$ cat src/rtl/npu_popcnt_pkg.sv
// Shared helpers for the popcount accumulator: count width and saturating add.
package npu_popcnt_pkg;

  typedef enum logic {
    MODE_POP  = 1'b0,
    MODE_XNOR = 1'b1
  } mode_e;

  function automatic int unsigned cnt_w(input int unsigned n);
    return $clog2(n + 1);
  endfunction

  // Operands are assumed narrower than 63 bits so the raw sum cannot wrap.
  function automatic logic [63:0] sat_add(input logic [63:0] a, input logic [63:0] b,
                                          input int unsigned w);
    logic [63:0] max_v;
    logic [63:0] sum;
    max_v = (64'd1 << w) - 64'd1;
    sum   = a + b;
    return (sum > max_v) ? max_v : sum;
  endfunction

  function automatic logic sat_ovf(input logic [63:0] a, input logic [63:0] b,
                                   input int unsigned w);
    logic [63:0] max_v;
    max_v = (64'd1 << w) - 64'd1;
    return (a + b) > max_v;
  endfunction

endpackage

$ cat src/rtl/popcnt_tree.sv
// Combinational N-bit popcount: a layer of 5:3 counters over zero-padded input,
// then a carry-propagate sum of the 3-bit cell counts.
module popcnt_tree
  import npu_popcnt_pkg::*;
#(
  parameter int unsigned N_IN = 32,
  localparam int unsigned CNT_W = cnt_w(N_IN)
) (
  input  logic [N_IN-1:0]  bits,
  output logic [CNT_W-1:0] count
);

  localparam int unsigned N_CELL = (N_IN + 4) / 5;
  localparam int unsigned PAD_W  = N_CELL * 5;

  logic [PAD_W-1:0] padded;
  logic [2:0]       cell_sum [N_CELL];

  assign padded = PAD_W'(bits);

  for (genvar g = 0; g < N_CELL; g++) begin : g_cell
    logic [4:0] x;
    logic       s1, c1, c2;
    assign x  = padded[g*5 +: 5];
    // Two full adders; their carries share weight 2 and combine into bits 1..2.
    assign s1 = x[0] ^ x[1] ^ x[2];
    assign c1 = (x[0] & x[1]) | (x[0] & x[2]) | (x[1] & x[2]);
    assign c2 = (s1 & x[3]) | (s1 & x[4]) | (x[3] & x[4]);
    assign cell_sum[g] = {c1 & c2, c1 ^ c2, s1 ^ x[3] ^ x[4]};
  end

  always_comb begin
    count = '0;
    for (int unsigned i = 0; i < N_CELL; i++) begin
      count = count + CNT_W'(cell_sum[i]);
    end
  end

endmodule

$ cat src/rtl/popcount_accum.sv
// Pipelined popcount (or XNOR-match count) per beat, summed per group delimited by in_last,
// with saturating accumulator/beat counter and a held result handshake.
module popcount_accum
  import npu_popcnt_pkg::*;
#(
  parameter int unsigned N_IN    = 32,
  parameter int unsigned ACC_W   = 16,
  parameter int unsigned BEAT_W  = 10,
  parameter int unsigned XNOR_EN = 1
) (
  input  logic              clk,
  input  logic              rst_n,
  input  logic              in_valid,
  output logic              in_ready,
  input  logic [N_IN-1:0]   in_data,
  input  logic [N_IN-1:0]   in_wgt,
  input  logic              in_xnor,
  input  logic              in_last,
  output logic              out_valid,
  input  logic              out_ready,
  output logic [ACC_W-1:0]  out_count,
  output logic [BEAT_W-1:0] out_beats,
  output logic              out_sat
);

  localparam int unsigned CNT_W = cnt_w(N_IN);

  mode_e             mode;
  logic [N_IN-1:0]   bits;
  logic [CNT_W-1:0]  beat_cnt;
  logic              en;
  logic              accept;

  logic              s1_valid;
  logic              s1_last;
  logic [CNT_W-1:0]  s1_cnt;

  logic [ACC_W-1:0]  acc;
  logic [BEAT_W-1:0] beats;
  logic              sticky;

  logic [ACC_W-1:0]  acc_sum;
  logic [BEAT_W-1:0] beats_sum;
  logic              new_sat;

  assign en       = !out_valid || out_ready;
  assign in_ready = rst_n && en;
  assign accept   = in_valid && in_ready;

  assign mode = ((XNOR_EN != 0) && in_xnor) ? MODE_XNOR : MODE_POP;
  assign bits = (mode == MODE_XNOR) ? ~(in_data ^ in_wgt) : in_data;

  popcnt_tree #(.N_IN(N_IN)) u_tree (
    .bits  (bits),
    .count (beat_cnt)
  );

  assign acc_sum   = ACC_W'(sat_add(64'(acc), 64'(s1_cnt), ACC_W));
  assign beats_sum = BEAT_W'(sat_add(64'(beats), 64'd1, BEAT_W));
  assign new_sat   = sticky
                   || sat_ovf(64'(acc), 64'(s1_cnt), ACC_W)
                   || sat_ovf(64'(beats), 64'd1, BEAT_W);

  always_ff @(posedge clk or negedge rst_n) begin
    if (!rst_n) begin
      s1_valid <= 1'b0;
      s1_cnt   <= '0;
      s1_last  <= 1'b0;
    end else if (en) begin
      s1_valid <= accept;
      s1_cnt   <= beat_cnt;
      s1_last  <= in_last;
    end
  end

  always_ff @(posedge clk or negedge rst_n) begin
    if (!rst_n) begin
      acc    <= '0;
      beats  <= '0;
      sticky <= 1'b0;
    end else if (en && s1_valid) begin
      if (s1_last) begin
        acc    <= '0;
        beats  <= '0;
        sticky <= 1'b0;
      end else begin
        acc    <= acc_sum;
        beats  <= beats_sum;
        sticky <= new_sat;
      end
    end
  end

  // A new result landing on the same edge as out_ready simply reloads, keeping out_valid high.
  always_ff @(posedge clk or negedge rst_n) begin
    if (!rst_n) begin
      out_valid <= 1'b0;
      out_count <= '0;
      out_beats <= '0;
      out_sat   <= 1'b0;
    end else if (en) begin
      if (s1_valid && s1_last) begin
        out_valid <= 1'b1;
        out_count <= acc_sum;
        out_beats <= beats_sum;
        out_sat   <= new_sat;
      end else begin
        out_valid <= 1'b0;
      end
    end
  end

endmodule

$ cat config.mk
export PLATFORM = sky130hd
export DESIGN_NAME = popcount_accum
export DESIGN_NICKNAME = d
export VERILOG_FILES = /design/src/rtl/npu_popcnt_pkg.sv /design/src/rtl/popcnt_tree.sv /design/src/rtl/popcount_accum.sv
export SDC_FILE = /design/constraint.sdc
export NUM_CORES = 1
export LEC_CHECK = 0
export ABC_AREA = 1
export CORE_MARGIN = 2
export CORE_UTILIZATION = 55
export CTS_BUF_LIST = sky130_fd_sc_hd__clkbuf_8 sky130_fd_sc_hd__clkbuf_16
export CTS_CLUSTER_SIZE = 12
export DETAILED_ROUTE_END_ITERATION = 12
export PLACE_DENSITY = 0.85
export SYNTH_ARGS = -nofsm -noshare
export SYNTH_HDL_FRONTEND = slang
export SYNTH_SLANG_ARGS = --single-unit
$ cat constraint.sdc
create_clock -name clk -period 5.5 [get_ports clk]
set_input_delay 1.1 -clock clk [delete_from_list [all_inputs] [get_ports clk]]
set_output_delay 1.1 -clock clk [all_outputs]
set_load 0.02 [all_outputs]
==> run metrics, run 1 <==
Final Hold Fails=0; largest net degree at the start of global routing=64; share of cells above drive strength 1=0.05983; setup TNS=0 ns; Place WS=-0.6836 ns; Worst R2R End=acc[15]$_DFFE_PN0P_; Setup crit end kind=register; Area after DPL=between 5000 and 6000 um^2; Cell Pwr Density=485.8 nW/um^2; reg-to-reg setup timing slack=2.83 ns; diode count=0; DRT antenna net count=0; syn avg cell area=7.718 um^2; Horiz. Die Dim=95.69 um; DRC viols=0; path depth of the worst reg2reg path=12; post-route cell area=5902 um^2; area grow syn2layout=27.66%; Buffers on Ports=98; Via density=5.186; vias in the first global route=4161; Tcrit/Tclk final=0.9589; syn nets=714; Initial DRT Pass Iterations=6; Initial Utilization=0.5655; FFs w/ async S/R, synth=1.000; initial antenna violation count=0; worst vdd ir=between 400 and 500 uV; DPL Wire Length=8501 um; post-synth top area share=0.3410; synth warn=0; Worst slew margin=0.2236; kind of critical path=primary input to register; Switch Pwr=between 1 and 1.5 mW; max-slew violation count=0; core region area=8175 um^2; number of enable flip-flop cells after synthesis=0; row cnt=33; dominant synthesized flop cell=dfrtp_1; maximum clock rate=189.6 MHz; Sw Share=0.4510; worst skew pair latency=roughly 0.35 ns; clk buf depth=2; internal power=1.574 mW; max-cap violation count=0; Critical Path End=s1_cnt[3]$_DFFE_PN0N_; Die Y=95.69 um; RSZ-0062 raised after global routing=false; clk_skew=~0.0081 ns; Syn Std Cell Area=4623 um^2; H-tree depth=3; clock slew seen by the registers of the worst setup and hold paths=0.07 ns; Critical path origin=in_wgt[21]; worst-margin pin slew=1.163 ns; clk sinks=63; most frequent cells in the layout=nand2_1, inv_1, clkdlybuf4s50_1; first-pass GRT wire length=18220 um; CP Max Fanout=2; 1st-iter DRT viols=230; worst path arrival time=about 5.5 ns; critical path required time=5.75 ns; Worst Hold Class=register to register; Synth area leaders=dfrtp_1, nand2_1, fa_1; nets=a little over 800; total number of vias=4185; Hold-fix buffers, CTS=0; Ports=99; Final Wtd Congestion=0.9263; Seq/Total Area, Yosys=0.3410; die area=9156 um^2; CTS tree=built; minimum clock period=5.274 ns; gr usage total=0.2570; Distinct cells, synth=27; #FFs+latches synth=63; Mapped Cells=599; fill count=607; launch point of the worst reg-to-reg path=s1_cnt[0]$_DFFE_PN0N_; cts bufs inserted=9; startpoint types=primary input; total gr overflow=0; clock share of power=0.116; Clk Tree Root Cell=clkbuf_8; combinational power share=0.655; area leader, netlist=dfrtp_1; final WL=11330 um; Reg power frac=0.230; Leakage=about 3.1 nW; leading cell type in the layout, fill and taps excluded=nand2_1; status=finished clean; Routed WL per cell=14.04 um; endpoints failing setup=0; final worst setup slack=about 0.23 ns
registers in the layout (all words and copies together) (netlist names):
register / cells
acc: 16
beats: 10
out_beats: 10
out_count: 16
out_sat: 1
out_valid: 1
s1_cnt: 6
s1_last: 1
s1_valid: 1
sticky: 1
how the worst min path moves through the flow:
stage	depth (start not counted)	startpoint	slack (ns)	end
after floorplan	2	sticky$_DFFE_PN0P_	0.45	sticky$_DFFE_PN0P_
after global placement	2	out_sat$_DFFE_PN0P_	0.46	out_sat$_DFFE_PN0P_
after detailed placement	2	out_beats[8]$_DFFE_PN0P_	0.46	out_beats[8]$_DFFE_PN0P_
after CTS	2	out_count[10]$_DFFE_PN0P_	0.48	out_count[10]$_DFFE_PN0P_
after global routing	2	out_beats[8]$_DFFE_PN0P_	0.50	out_beats[8]$_DFFE_PN0P_
final	2	out_beats[2]$_DFFE_PN0P_	0.48	out_beats[2]$_DFFE_PN0P_
per-layer routing:
metal  up-vias  global-route usage  part of all wire  wire length [um]
met5         -                   0                 0                 0
met4         0             0.08690             0.032               361
met3        38             0.04664             0.053               606
met2       162              0.4802              0.54              6141
met1      1977              0.2925              0.37              4219
li1       2008                   -                 -                 -
power groups by stage:
stage / Sequential (mW) / Combinational [mW] / Clock [mW]
global route: 0.670 / 2.11 / 0.359
CTS: 0.656 / 1.66 / 0.334
floorplan: 0.711 / 1.08 / 0
detailed placement: 0.663 / 1.61 / 0
finish: 0.659 / 1.88 / 0.331
global placement: 0.660 / 1.50 / 0
layout make-up:
type                       instances  area (um^2)  share of cell area
clock buffer                       9        123.9             0.02099
clock inverter                     6        31.28            0.005300
inverter                         110        412.9             0.06996
multi-input combinational        410         2592              0.4393
sequential                        63         1577              0.2671
tap                              105        131.4             0.02226
timing repair buffer             104         1033              0.1751
worst max-delay path, cell delays in order:
cell and delay (ns):
clkdlybuf4s50_1 0.47, inv_1 0.05, nand2_2 0.06, xor2_1 0.19, inv_1 0.10, fa_1 0.50
fa_2 0.41, ha_4 0.28, fa_1 0.43, fa_1 0.53, inv_2 0.04, fa_1 0.48
inv_2 0.05, ha_4 0.16, fa_2 0.37, nand2_2 0.09, nand2_1 0.06, o21ai_0 0.17
kinds of logic after synthesis:
family,share of synthesized area
compound gates,0.06089
flops,0.3410
simple gates,0.2420
xor+xnor,0.07767
fa+ha+maj,0.1656
buf+inv,0.1129
cells in the mapped netlist (3+ instances only):
cell type,n
o21ai_0,17
nor2_1,26
a22o_1,6
a21o_1,3
xnor2_1,20
clkbuf_1,5
nor2_2,3
a21oi_1,7
ha_1,18
buf_2,5
a31oi_1,10
nand3_1,25
inv_1,109
xor2_1,21
dfrtp_1,63
nand2_1,213
nand4_1,6
fa_1,27
buf_6,5
through the flow:
stage / hold WS [ns] / total power, mW / std cells / utilization
6_report: 0.4776 / 2.867 / 807 / 0.7219
4_1_cts: 0.4821 / 2.644 / 807 / 0.7159
5_1_grt: 0.5028 / 3.134 / 807 / 0.7219
3_5_place_dp: 0.4644 / 2.272 / 792 / 0.6947
2_1_floorplan: 0.4496 / 1.791 / 599 / -
3_3_place_gp: 0.4615 / 2.162 / 792 / 0.6947
repair_timing:
item / 4_1_cts / 5_1_grt
resized for setup: 5 / 13
setup endpoints to repair: 4 / 4
buffers inserted: 0 / 0
pin swaps: 3 / 14
Note: power is estimated with default switching activity, not from simulation.
==> run 2: changes to the inputs <==
--- a/config.mk
+++ b/config.mk
@@ -11,7 +11,8 @@
 export CTS_BUF_LIST = sky130_fd_sc_hd__clkbuf_8 sky130_fd_sc_hd__clkbuf_16
 export CTS_CLUSTER_SIZE = 12
 export DETAILED_ROUTE_END_ITERATION = 12
-export PLACE_DENSITY = 0.85
+export PLACE_DENSITY = 0.84
 export SYNTH_ARGS = -nofsm -noshare
 export SYNTH_HDL_FRONTEND = slang
+export SYNTH_HIERARCHICAL = 1
 export SYNTH_SLANG_ARGS = --single-unit
==> run 2 against run 1 <==
  * Routed wire length increased by 0.52%
  * Sequential power up 0.9%
  * Via count is 8.7% higher
  * Global-route usage fell by 1.2 points
  * Setup slack got worse by 0.025 ns
  * Combinational power rose by 35%
  * Synthesized area grew 11%
  * Design area increased by 8.4%
==> run metrics, run 2 <==
status=finished clean; initial antenna violation count=0; critical path's top delay family=adder cells; Mapped Cells=684; die area=10080 um^2; dominant synthesized flop cell=dfrtp_1; Synth area leaders=dfrtp_1, nand2_1, inv_1; final worst setup slack=0.2011 ns; post-route cell area=6395 um^2; syn nets=804; first-pass GRT wire length=19800 um; Distinct cells, synth=34; Hold Crit Start=out_beats[0]$_DFFE_PN0P_; final WL=11390 um; total number of vias=between 4000 and 5000; Largest regs=acc: 16 flops, out_count: 16 flops; Setup crit end kind=register; area leader, netlist=dfrtp_1; Worst R2R End=out_count[13]$_DFFE_PN0P_; worst vdd ir=between 600 and 700 uV; DRC viols=0; cts bufs inserted=9; 1st-iter DRT viols=245; RSZ-0062 raised after global routing=false; Horiz. Die Dim=100.4 um; clk_skew=0.01134 ns; setup TNS=0 ns; gr usage total=0.2448; Place WS=-0.4586 ns; startpoint types=primary input; share of cells above drive strength 1=0.07323; Die Y=100.4 um; launch point of the worst reg-to-reg path=s1_cnt[0]$_DFFE_PN0N_; Reg power frac=0.182; largest net degree at the start of global routing=64; slowest cell on the critical path=fa_1; leading cell type in the layout, fill and taps excluded=nand2_1; worst hold stages=2; path depth of the worst reg2reg path=12; DRT antenna net count=0; Final Wtd Congestion=0.8557; Clk Tree Root Cell=clkbuf_8; nets=slightly above 900; #FFs+latches synth=63; kind of critical path=primary input to register; count leader, synth=nand2_1; Max stage delay on crit path=0.54 ns; Initial Utilization=0.5613; clk sinks=63; worst-margin pin slew=between 0.8 and 0.9 ns; Buffers on Ports=98; number of enable flip-flop cells after synthesis=0; Worst Hold Class=register to register; worst skew pair latency=approximately 0.36 ns; core region area=9109 um^2; clk buf depth=2; reg-to-reg setup timing slack=about 2.7 ns; FFs w/ async S/R, synth=1.000; most frequent cells in the layout=nand2_1, inv_1, clkdlybuf4s50_1; CTS tree=built; Post-CTS Setup Inserts=0; Tcrit/Tclk final=0.9634; syn avg cell area=7.474 um^2; vias in the first global route=4607; final core occ=0.7021; max-slew violation count=0; synth warn=6; total gr overflow=0; internal power=1.973 mW; Area after DPL=roughly 6200 um^2; critical path required time=about 5.7 ns; Routed WL per cell=about 13 um; endpoints failing setup=0; diode count=0; max-cap violation count=0; row cnt=35; worst path arrival time=5.54 ns; Min-Delay Endpoint=out_beats[0]$_DFFE_PN0P_; clock share of power=0.122; Cell Pwr Density=569.9 nW/um^2; CP Max Fanout=2; post-synth top area share=0.3084; maximum clock rate=188.7 MHz; Seq/Total Area, Yosys=0.3084; Overall Power=3.645 mW; Initial DRT Pass Iterations=4; Leakage=3.567 nW; Final Hold Fails=0; Worst slew margin=0.4019; Via density=5.037; combinational power share=0.696; H-tree depth=3; area grow syn2layout=25.09%; Ports=between 90 and 100; DPL Wire Length=8901 um; WP buf/inv=8; minimum clock period=5.299 ns; Sw Share=0.4586; CP cell instances=clkdlybuf4s50_1 -> inv_1 -> nand2_1 -> xor2_1 -> inv_1 -> inv_1 -> fa_1 -> inv_1 -> fa_2 -> ha_4 -> fa_1 -> fa_1 -> inv_1 -> fa_1 -> inv_1 -> buf_4 -> ha_1 -> nand2_1 -> nand2_1 -> nand3_1 -> nand2_1 -> nand2_1 -> nand2_1; Syn Std Cell Area=just over 5000 um^2; commonest cells in the synthesized netlist=nand2_1, inv_1, dfrtp_1, xor2_1, nand3_1; clock slew seen by the registers of the worst setup and hold paths=~0.080 ns; Switch Pwr=1.671 mW
-- run 2: cell types whose count changed in the layout (fill, tap and decap cells not counted), sizes merged, moves of 3 or more --
| cell | before | now |
|---|---|---|
| a22o | 6 | 2 |
| buf | 7 | 12 |
| fa | 27 | 23 |
| ha | 18 | 27 |
| inv | 112 | 158 |
| nand2 | 213 | 224 |
| nand3 | 25 | 38 |
| nor3 | 2 | 5 |
| o21ai | 17 | 20 |
| xnor2 | 20 | 4 |
| xor2 | 21 | 41 |
-- run 2: cells by family (layout without fill, tap and decap cells) --
group / after synthesis / count (layout) / share of synthesized area
AO/OA/AOI/OAI: 46 / 46 / 0.05213
XOR/XNOR: 45 / 45 / 0.07709
adder cells (fa/ha/maj): 50 / 50 / 0.1561
buffers and inverters: 173 / 281 / 0.1437
flip-flops: 63 / 63 / 0.3084
AND/OR/NAND/NOR: 307 / 307 / 0.2626
-- run 2: cell type report --
type / instances / area (um^2)
well taps: 111 / 138.9
clock buffers: 9 / 123.9
multi-input cells: 448 / 2821
repair buffers: 109 / 1061
flip-flops and latches: 63 / 1577
fillers: 732 / 2714
clock inverters: 7 / 87.58
inverters: 156 / 585.6
-- run 2: metal layers --
metal	vias up	part of all wire	global-route usage
met5	-	0	0
met1	2140	0.40	0.2745
met3	17	0.053	0.04944
met4	0	0.015	0.07903
li1	2250	-	-
met2	141	0.53	0.4615
-- run 2: worst max path at each step --
stage / start / end / slack [ns] / depth (start not counted)
global placement: in_xnor / s1_cnt[4]$_DFFE_PN0N_ / -0.32 / 20
global route: in_wgt[5] / s1_cnt[4]$_DFFE_PN0N_ / 0.01 / 22
floorplan: in_xnor / s1_cnt[4]$_DFFE_PN0N_ / 0.11 / 21
finish: in_wgt[15] / s1_cnt[5]$_DFFE_PN0N_ / 0.20 / 23
CTS: in_wgt[15] / s1_cnt[5]$_DFFE_PN0N_ / 0.15 / 23
detailed placement: in_xnor / s1_cnt[4]$_DFFE_PN0N_ / -0.46 / 22
-- run 2: worst min-delay path: stages, from the launching register on --
cell and delay, ns:
dfrtp_1 0.35, nand2_1 0.05, nand2_1 0.05
-- run 2: timing repair --
action / CTS / global route
pin swaps: 0 / 2
gates resized for setup: 3 / 3
endpoints found under the setup margin: 4 / 2
hold buffers: 0 / 0
-- run 2: metrics by stage --
stage	hold slack (ns)	std cells
floorplan	0.4494	684
global placement	0.4631	887
detailed placement	0.4643	887
CTS	0.4836	903
global route	0.5008	903
finish	0.4791	903
-- run 2: power groups by stage --
stage | combinational [mW] | sequential (mW) | clock, mW
floorplan | 1.73 | 0.718 | 0
global placement | 2.32 | 0.665 | 0
detailed placement | 2.48 | 0.672 | 0
CTS | 2.51 | 0.664 | 0.443
global route | 2.90 | 0.675 | 0.468
finish | 2.54 | 0.665 | 0.443
==> run 3: changes to the inputs <==
--- a/config.mk
+++ b/config.mk
@@ -7,11 +7,11 @@
 export LEC_CHECK = 0
 export ABC_AREA = 1
 export CORE_MARGIN = 2
-export CORE_UTILIZATION = 55
+export CORE_UTILIZATION = 40
 export CTS_BUF_LIST = sky130_fd_sc_hd__clkbuf_8 sky130_fd_sc_hd__clkbuf_16
+export CTS_CLUSTER_DIAMETER = 40
 export CTS_CLUSTER_SIZE = 12
 export DETAILED_ROUTE_END_ITERATION = 12
-export PLACE_DENSITY = 0.84
 export SYNTH_ARGS = -nofsm -noshare
 export SYNTH_HDL_FRONTEND = slang
 export SYNTH_HIERARCHICAL = 1
==> run 3 against run 2 <==
  * Critical endpoint is now s1_cnt[4]$_DFFE_PN0N_
  * Sequential cell count is the same
  * Clock skew fell by 0.0061 ns
  * Critical path depth is 1 lower
  * Sequential power hardly changed
  * Global-route usage shrank 6.7 points
  * Total power up 8.6%
  * Final cell count grew 6.5%
  * Routed wire length is 1.6% lower
  * Clock power is 28% higher
==> run metrics, run 3 (synthesis results as in run 2) <==
status=finished clean; die area=~14000 um^2; Overall Power=3.960 mW; clock slew seen by the registers of the worst setup and hold paths=0.05 ns; Die Y=approximately 120 um; total gr overflow=0; share of cells above drive strength 1=0.08101; endpoints failing setup=0; diode count=0; cts bufs inserted=9; clk_skew=approximately 0.0053 ns; WP buf/inv=4; Initial Utilization=0.4068; clk buf depth=2; startpoint types=primary input; Tcrit/Tclk final=0.9545; DRC viols=0; Worst slew margin=0.4103; Min-Delay Endpoint=out_count[15]$_DFFE_PN0P_; area grow syn2layout=29.81%; Ports=just under 100; initial antenna violation count=0; reg-to-reg setup timing slack=2.62 ns; H-tree depth=3; core region area=12570 um^2; worst skew pair latency=~0.33 ns; worst hold stages=2; Horiz. Die Dim=117.1 um; Hold Crit Start=out_count[15]$_DFFE_PN0P_; Final Wtd Congestion=just over 0.8; CP Max Fanout=3; 1st-iter DRT viols=~260; sequential standard cell area=1577 um^2; fill count=1218; total number of vias=about 4300; Worst R2R End=out_count[2]$_DFFE_PN0P_; Via density=4.472; DRT antenna net count=0; Buffers on Ports=98; critical path required time=5.72 ns; setup TNS=0 ns; critical path's top delay family=adder cells; Max stage delay on crit path=around 0.54 ns; nets=906; kind of critical path=primary input to register; path depth of the worst reg2reg path=12; Leakage=3.616 nW; worst vdd ir=434.7 uV; leading cell type in the layout, fill and taps excluded=nand2_1; gr usage total=0.1775; row cnt=slightly above 40; area of the multi-input gates=2872 um^2; clk sinks=63; Worst Hold Class=register to register; Initial DRT Pass Iterations=4; minimum clock period=5.250 ns; max-cap violation count=0; CTS tree=built; launch point of the worst reg-to-reg path=s1_cnt[0]$_DFFE_PN0N_; worst-margin pin slew=about 0.88 ns; Setup crit end kind=register; maximum clock rate=around 190 MHz; DPL Wire Length=8710 um; Final Hold Fails=0; slowest cell on the critical path=fa_2; final WL=11210 um; CP cell instances=clkdlybuf4s50_1 -> inv_1 -> nand2_1 -> xor2_1 -> inv_1 -> fa_1 -> fa_2 -> ha_1 -> inv_2 -> fa_1 -> xnor2_1 -> ha_1 -> xnor2_2 -> ha_4 -> ha_4 -> fa_2 -> nand2_1 -> nand2_1 -> nand3_1 -> nand2_1 -> nand2_1 -> nand2_1; Largest regs=acc: 16 flops, out_count: 16 flops; Cell Pwr Density=approximately 600 nW/um^2; worst path arrival time=5.47 ns; first-pass GRT wire length=slightly below 20000 um; most frequent cells in the layout=nand2_1, inv_1, clkdlybuf4s50_1; Routed WL per cell=11.65 um; vias in the first global route=approximately 4300; Most Frequent Cell on Critical Path=nand2_1; max-slew violation count=0; Clk Tree Root Cell=clkbuf_16; largest net degree at the start of global routing=between 60 and 70
-- run 3: changes by cell type in the layout (fill, tap and decap cells not counted), sizes merged --
cell,change
bufinv,-1
bufbuf,+1
clkbuf,+2
clkdlybuf4s15,+1
buf,-2
clkinvlp,+1
clkinv,-2
dlygate4sd2,-1
inv,-1
-- run 3: final cells by class --
class	count	share of cell area
Timing Repair Buffer	108	0.1640
Clock inverter	4	0.006976
Sequential cell	63	0.2376
Clock buffer	11	0.03808
Multi-Input combinational cell	448	0.4327
Inverter	156	0.08824
Tap cell	172	0.03243
-- run 3: timing repair --
item,in CTS,in global routing
endpoints found under the setup margin,4,3
gates resized for setup,2,13
pin swaps,0,8
hold buffers,0,0
endpoints found under the hold margin,0,0
gates cloned,1,0
buffers inserted,0,2
-- run 3: worst reg2reg max path, cell delays in order, from the launching register on --
cell	delay, ns
dfrtp_1	0.37
ha_1	0.19
inv_1	0.06
fa_1	0.38
inv_1	0.10
nand3_1	0.07
nand2_1	0.10
nand2_1	0.07
o21ai_2	0.14
nand3_1	0.70
o21ai_0	0.42
nand2_1	0.14
nand2_1	0.08
-- run 3: worst max path at each step --
stage / startpoint / slack (ns) / depth (start not counted) / to
3_5_place_dp: in_xnor / -0.54 / 20 / s1_cnt[4]$_DFFE_PN0N_
5_1_grt: in_wgt[21] / -0.003 / 24 / s1_cnt[3]$_DFFE_PN0N_
6_report: in_wgt[5] / 0.25 / 22 / s1_cnt[4]$_DFFE_PN0N_
3_3_place_gp: in_xnor / -0.39 / 22 / s1_cnt[4]$_DFFE_PN0N_
4_1_cts: in_wgt[26] / 0.10 / 20 / s1_cnt[4]$_DFFE_PN0N_
2_1_floorplan: in_xnor / 0.11 / 21 / s1_cnt[4]$_DFFE_PN0N_
-- run 3: layer usage --
layer	global-route usage	routed length, um	up-vias
li1	-	-	2242
met1	0.2236	5165	1949
met2	0.3071	5307	98
met3	0.04274	610	13
met4	0.04549	127	0
met5	0	0	-
-- run 3: per-stage QoR --
step	worst slack, ns	utilization	hold WS [ns]	instances	area, um^2
2_1_floorplan	0.1077	-	0.4494	684	5112
3_3_place_gp	-0.3883	0.4949	0.4612	944	6220
3_5_place_dp	-0.5387	0.4949	0.4650	944	6220
4_1_cts	0.1010	0.5214	0.4802	960	6553
5_1_grt	-0.003495	0.5280	0.4994	962	6636
6_report	0.2500	0.5280	0.4756	962	6636
-- run 3: power by group --
| part | leakage, nW | switching, mW | internal, mW | total (mW) |
|---|---|---|---|---|
| logic | 2.64 | 1.47 | 1.26 | 2.73 |
| clock network | 0.149 | 0.195 | 0.370 | 0.565 |
| registers | 0.829 | 0.0696 | 0.592 | 0.662 |
